[src/rtl/tiny16_intc_pkg.sv]
// Shared definitions for the tiny16 interrupt controller: register offsets,
// FSM state encoding and STATUS bit positions.
package tiny16_intc_pkg;

   localparam logic [2:0] REG_PEND   = 3'd0;
   localparam logic [2:0] REG_SET    = 3'd1;
   localparam logic [2:0] REG_ENABLE = 3'd2;
   localparam logic [2:0] REG_EDGE   = 3'd3;
   localparam logic [2:0] REG_STATUS = 3'd4;

   localparam int STATUS_SERVICE_BIT = 15;
   localparam int STATUS_REQUEST_BIT = 14;

   typedef enum logic [1:0] {
      IDLE    = 2'd0,
      REQUEST = 2'd1,
      SERVICE = 2'd2
   } intc_state_e;

endpackage

[src/rtl/tiny16_intc_sync.sv]
// One request line: two-flop synchroniser plus a history flop, giving the
// synchronised level and a single-cycle rising-edge pulse.
module tiny16_intc_sync (
   input  logic clk,
   input  logic nreset,
   input  logic irq,
   output logic level,
   output logic rise
);

   logic s1_q, s2_q, s3_q;

   // NOTE: sequential state uses non-blocking assignments so every flop samples
   // the pre-edge value of its neighbour; blocking here would collapse the chain.
   always_ff @(posedge clk) begin
      if (!nreset) begin
         s1_q <= 1'b0;
         s2_q <= 1'b0;
         s3_q <= 1'b0;
      end else begin
         s1_q <= irq;
         s2_q <= s1_q;
         s3_q <= s2_q;
      end
   end

   assign level = s2_q;
   assign rise  = s2_q & ~s3_q;

endmodule

[src/rtl/tiny16_intc.sv]
// Memory-mapped interrupt controller for the tiny16 core: latches synchronised
// requests, applies enable/edge selection with fixed priority, and hands one
// frozen vector to the core per acknowledge/return cycle.
module tiny16_intc
   import tiny16_intc_pkg::*;
#(
   parameter int          INTERRUPT_BITS = 2,
   parameter int          NUM_IRQ        = 3,
   parameter logic [15:0] BASE_ADDR      = 16'hFFF0
) (
   input  logic                      clk,
   input  logic                      nreset,
   input  logic [NUM_IRQ-1:0]        irq,
   input  logic [15:0]               address,
   input  logic [15:0]               wdata,
   output logic [15:0]               rdata,
   input  logic                      nrd,
   input  logic                      nwr,
   input  logic                      in_interrupt,
   output logic [INTERRUPT_BITS-1:0] interrupt
);

   logic [NUM_IRQ-1:0]        level, rise;
   logic [NUM_IRQ-1:0]        pending_q, pending_d;
   logic [NUM_IRQ-1:0]        enable_q, edge_q;
   logic [NUM_IRQ-1:0]        eligible, pend_clr, set_req;
   logic [INTERRUPT_BITS-1:0] active_q, interrupt_q, next_vector;
   intc_state_e               state_q;
   logic                      hit, wr_en, rd_en, ack;
   logic [2:0]                offset;

   for (genvar g = 0; g < NUM_IRQ; g++) begin : g_sync
      tiny16_intc_sync u_sync (
         .clk    (clk),
         .nreset (nreset),
         .irq    (irq[g]),
         .level  (level[g]),
         .rise   (rise[g])
      );
   end

   // Data bits above the last source have no register behind them.
   if (NUM_IRQ < 16) begin : g_unused
      logic unused_wdata;
      assign unused_wdata = ^wdata[15:NUM_IRQ];
   end

   assign hit      = (address[15:3] == BASE_ADDR[15:3]);
   assign offset   = address[2:0];
   assign wr_en    = hit & ~nwr;
   assign rd_en    = hit & ~nrd;
   assign pend_clr = (wr_en && offset == REG_PEND) ? wdata[NUM_IRQ-1:0] : '0;
   assign set_req  = (wr_en && offset == REG_SET)  ? wdata[NUM_IRQ-1:0] : '0;
   assign ack      = (state_q == REQUEST) && in_interrupt;
   assign eligible = pending_q & enable_q;

   // NOTE: every combinational output gets a default first so no path through
   // the block leaves it unassigned and infers a latch.
   always_comb begin
      next_vector = '0;
      for (int i = NUM_IRQ - 1; i >= 0; i--) begin
         if (eligible[i]) next_vector = INTERRUPT_BITS'(i + 1);
      end
   end

   // Edge bits: a set in the same cycle beats any clear.
   always_comb begin
      pending_d = pending_q;
      for (int i = 0; i < NUM_IRQ; i++) begin
         if (edge_q[i]) begin
            if (pend_clr[i] || (ack && active_q == INTERRUPT_BITS'(i + 1)))
               pending_d[i] = 1'b0;
            if (rise[i] || set_req[i])
               pending_d[i] = 1'b1;
         end else begin
            pending_d[i] = level[i];
         end
      end
   end

   always_ff @(posedge clk) begin
      if (!nreset) begin
         pending_q <= '0;
         enable_q  <= '0;
         edge_q    <= '0;
      end else begin
         pending_q <= pending_d;
         if (wr_en && offset == REG_ENABLE) enable_q <= wdata[NUM_IRQ-1:0];
         if (wr_en && offset == REG_EDGE)   edge_q   <= wdata[NUM_IRQ-1:0];
      end
   end

   // The vector is captured once on entry to REQUEST and held until acknowledge.
   always_ff @(posedge clk) begin
      if (!nreset) begin
         state_q     <= IDLE;
         active_q    <= '0;
         interrupt_q <= '0;
      end else begin
         case (state_q)
            IDLE: begin
               if (|eligible && !in_interrupt) begin
                  active_q    <= next_vector;
                  interrupt_q <= next_vector;
                  state_q     <= REQUEST;
               end
            end
            REQUEST: begin
               if (in_interrupt) begin
                  interrupt_q <= '0;
                  state_q     <= SERVICE;
               end
            end
            SERVICE: begin
               if (!in_interrupt) state_q <= IDLE;
            end
            default: begin
               interrupt_q <= '0;
               state_q     <= IDLE;
            end
         endcase
      end
   end

   assign interrupt = interrupt_q;

   always_comb begin
      rdata = '0;
      if (rd_en) begin
         case (offset)
            REG_PEND:   rdata[NUM_IRQ-1:0] = pending_q;
            REG_ENABLE: rdata[NUM_IRQ-1:0] = enable_q;
            REG_EDGE:   rdata[NUM_IRQ-1:0] = edge_q;
            REG_STATUS: begin
               rdata[STATUS_SERVICE_BIT]   = (state_q == SERVICE);
               rdata[STATUS_REQUEST_BIT]   = (state_q == REQUEST);
               rdata[INTERRUPT_BITS-1:0]   = active_q;
            end
            default:    rdata = '0;
         endcase
      end
   end

endmodule
[config.mk]
export PLATFORM = sky130hd
export DESIGN_NAME = tiny16_intc
export DESIGN_NICKNAME = d
export VERILOG_FILES = /design/src/rtl/tiny16_intc_pkg.sv /design/src/rtl/tiny16_intc_sync.sv /design/src/rtl/tiny16_intc.sv
export SDC_FILE = /design/constraint.sdc
export NUM_CORES = 1
export LEC_CHECK = 0
export ABC_AREA = 1
export BUFFER_PORTS_ARGS = -buffer_cell sky130_fd_sc_hd__buf_2
export CAP_MARGIN = 20
export CORE_MARGIN = 1.5
export CORE_UTILIZATION = 44
export CTS_BUF_LIST = sky130_fd_sc_hd__clkbuf_2
export CTS_CLUSTER_DIAMETER = 40
export CTS_CLUSTER_SIZE = 16
export DETAILED_ROUTE_END_ITERATION = 10
export GPL_TIMING_DRIVEN = 0
export PLACE_DENSITY = 0.78
export SYNTH_ARGS = -nofsm -noshare
export SYNTH_HDL_FRONTEND = slang
export SYNTH_SLANG_ARGS = --single-unit
[constraint.sdc]
create_clock -name clk -period 1 [get_ports clk]
set_input_delay 0 -clock clk [delete_from_list [all_inputs] [get_ports clk]]
set_output_delay 0 -clock clk [all_outputs]
set_load 0.005 [all_outputs]
==> qor.tcl <==
set qor(worst_ep_required_time_ns) 1.00
set qor(antenna_found_initial) 0
set qor(path_max_fanout) 4
set qor(gp_congestion) 0.8363
set qor(netlist_area_um2) 1338
set qor(antennaDiodeCount) 0
set qor(synth.largest_area_cell) {sky130_fd_sc_hd__dfxtp_1}
set qor(reg2reg_depth) 5
set qor(async_reset_ff_share_pct) 0
set qor(failed_checks) {DRC, setup timing}
set qor(crit_path_start) {active_q[1]}
set qor(post_layout_nonfiller_instances) 285
set qor(yosysMostFrequentCell) {sky130_fd_sc_hd__nand2_1}
set qor(grt_pass1_wl_um) 4809
set qor(whs_path_depth) 6
set qor(first_global_vias) 1216
set qor(clock_sinks) 24
set qor(r2r_setup_slack_ns) -0.11
set qor(ys_top_cells_by_area) {sky130_fd_sc_hd__dfxtp_1 36%, sky130_fd_sc_hd__nand2_1 9.8%, sky130_fd_sc_hd__inv_1 8.1%}
set qor(start_util_pct) 47.28
set qor(fp.dieH_um) 58.14
set qor(drt-pass1-iter-count) 7
set qor(critical-path-slowest-cell) {sky130_fd_sc_hd__dfxtp_4}
set qor(synth.cells.most_frequent) {35 x sky130_fd_sc_hd__nand2_1, 29 x sky130_fd_sc_hd__inv_1, 25 x sky130_fd_sc_hd__nor2_1}
set qor(final_worst_hold_slack_ns) 0.05156
set qor(start_kind) {flop}
set qor(die_width_um) 58.14
set qor(hold_viol) 0
set qor(timing.critical_path.slowest_cell_delay_ns) 0.41
set qor(avgViaCountPerCell) 4.702
set qor(overflow) 0
set qor(worstSetupPathType) {reg2out}
set qor(max_cap_violations) 0
set qor(clk_latency_ns) 0.34
set qor(synth.lib_cells_used.distinct) 29
set qor(finalWorstSetupSlack_ns) -0.2295
set qor(fin_worst_skew_ns) 0.007025
set qor(vias) 1340
set qor(synth_top_cell_area_share_pct) 35.92
set qor(die_area_um2) 3380
set qor(max_freq_mhz) 813.3
set qor(grt_start_max_net_pins) 15
set qor(core_region_um2) 2829
set qor(area_growth_syn_to_layout_pct) 39.94
set qor(finalWorstPathRequiredPeriod_ns) 1.230
set qor(final.period_utilization_pct) 123.0
set qor(leakage_nw) 0.9310
set qor(vdd_drop_max_mv) 0.7900
set qor(timing.rr.start) {pending_q[2]}
set qor(tritoncts_clock_tree) {built}
set qor(synth_cells) 193
set qor(htree_levels) 1
set qor(wirelength_um) 2971
set qor(synth_edf_count) 0
set qor(ctsLongestPathBuffers) 2
set qor(cp_top_family) {flip-flops}
set qor(timing.critical_path.cells) {nand2_2 > o21ai_2 > a211oi_2 > nor2_1 > buf_2}
set qor(io_pins) 58
set qor(ys_ff_latch) 24
set qor(rows) 19
set qor(cp_num_buf_inv) 1
set qor(drc) 6
set qor(final_layout_size_suffix_gt1_share_pct) 47.24
set qor(synth_seq_area_share_pct) 35.92
set qor(slew_violations) 0
set qor(result_of_the_run) {complete, but fails checks}
set qor(synth.avg_cell_area_um2) 6.930
set qor(dominantRegCellSynth) {sky130_fd_sc_hd__dfxtp_1}
set qor(track_usage_pct) 18.23
set qor(route.detailed.wl_per_inst_um) 10.42
set qor(worstPathArrival_ns) 1.23
set qor(yosys_warnings) 0
set qor(drtIter0Drc) 95
set qor(numPlacedInstances) 266
set qor(clk_pin_slew_worst_setup_hold_paths_ns) 0.22
set qor(drtAntennaViolNets) 0
set qor(port_buffers) 32
set qor(detailedPlacementHpwl_um) 2076
set qor(critical_path_depth_in_cells) 5
set qor(report.final.setup_viol) 13
set qor(clock_buffers_created_by_tritoncts) 3
set qor(p_per_area_nw_per_um2) 980.2
set qor(num-nets-final) 295
set qor(min_path_type) {in2reg}
set qor(rsz0062_at_grt) {true}
set qor(clock-root-buffer) {sky130_fd_sc_hd__clkbuf_2}
set qor(critical_path_endpoint_category) {output port}
set qor(worstHoldStart) {nwr}
==> stage by stage <==
stage                     setup slack (ns)  power (mW)  util (%)  setup TNS [ns]  instance area [µm²]
after detailed placement           -0.1058       1.196     55.64         -0.7409                 1574
final                              -0.2295       1.835     66.17          -1.059                 1872
after global routing               -0.3237       1.912     66.17          -1.916                 1872
after floorplan                   0.009777       1.115         -               0                 1375
after CTS                          -0.2340       1.845     63.87         -0.9333                 1807
after global placement            -0.09811       1.192     55.64         -0.5864                 1574
==> registers in the layout (all words and copies together), names as in the netlist <==
signal               count
edge_q                   3
enable_q                 3
g_sync.u_sync.level      3
g_sync.u_sync.s1_q       3
g_sync.u_sync.s3_q       3
pending_q                3
active_q                 2
interrupt                2
state_q                  2
==> cell type report <==
class	count	area, µm²
plain buffers	13	92.59
clock inverters	1	30.03
repair buffers	47	297.8
flip-flops and latches	24	500.5
multi-input cells	129	758.2
clock buffers	3	15.01
well taps	31	38.79
fillers	238	957.2
inverters	37	138.9
==> worst register-to-register path, delay by kind of cell (launching register included) <==
family	cells	cell delay, ns
flops	1	0.38
compound gates	2	0.38
simple gates	3	0.29
==> power by group <==
group	internal, mW	switching [mW]	total, mW
registers	0.970	0.00841	0.979
clock network	0.345	0.289	0.634
logic	0.106	0.116	0.222
total	1.42	0.413	1.83
==> per-layer routing <==
metal,global-route usage [%],vias up,wire length (µm)
li1,-,709,-
met1,21.02,592,1312
met2,33.60,34,1504
met3,2.679,5,114
met4,6.977,0,39
met5,0,-,0
==> cell families (layout without fill, tap and decap cells) <==
kind of cell,count (synthesis),after routing,share of synthesized area [%]
AND/OR/NAND/NOR,86,86,32.55
flip-flops,24,24,35.92
AO/OA/AOI/OAI,32,32,13.94
other,1,11,0.2804
buffers and inverters,50,101,17.31
==> timing repair <==
action                     4_1_cts  5_1_grt
resized for setup               30       19
pin swaps                       10        7
hold endpoints to repair        12        0
hold buffers                     7        0
setup endpoints to repair       12       13
buffers inserted                 6        2
==> path summary, 6_finish.rpt <==
path | endpoint
worst max register to register | interrupt[1]
worst min-delay path | pending_q[2]
worst max-delay path | rdata[1]
worst min register to register | g_sync[2].u_sync.level
==> placed cells by master (no fill, tap or decap), types with 4 or more instances in the layout <==
cell type | synthesis | routed
sky130_fd_sc_hd__buf_2 | 2 | 34
sky130_fd_sc_hd__nand2_1 | 35 | 26
sky130_fd_sc_hd__inv_1 | 29 | 24
sky130_fd_sc_hd__nor2_4 | 2 | 4
sky130_fd_sc_hd__a21oi_1 | 11 | 8
sky130_fd_sc_hd__nor2_1 | 25 | 21
sky130_fd_sc_hd__dfxtp_1 | 24 | 12
sky130_fd_sc_hd__nand4_1 | 7 | 7
sky130_fd_sc_hd__o21ai_0 | 6 | 4
sky130_fd_sc_hd__buf_4 | 11 | 17
sky130_fd_sc_hd__dlygate4sd3_1 | 0 | 7
sky130_fd_sc_hd__nor3_2 | 2 | 4
sky130_fd_sc_hd__nand2_2 | 3 | 12
sky130_fd_sc_hd__inv_2 | 8 | 13
sky130_fd_sc_hd__o21ai_1 | 6 | 6
sky130_fd_sc_hd__nor2_2 | 2 | 4
sky130_fd_sc_hd__conb_1 | 1 | 11
sky130_fd_sc_hd__dfxtp_2 | 0 | 10
No activity file was read; power rests on OpenSTA's default activity.
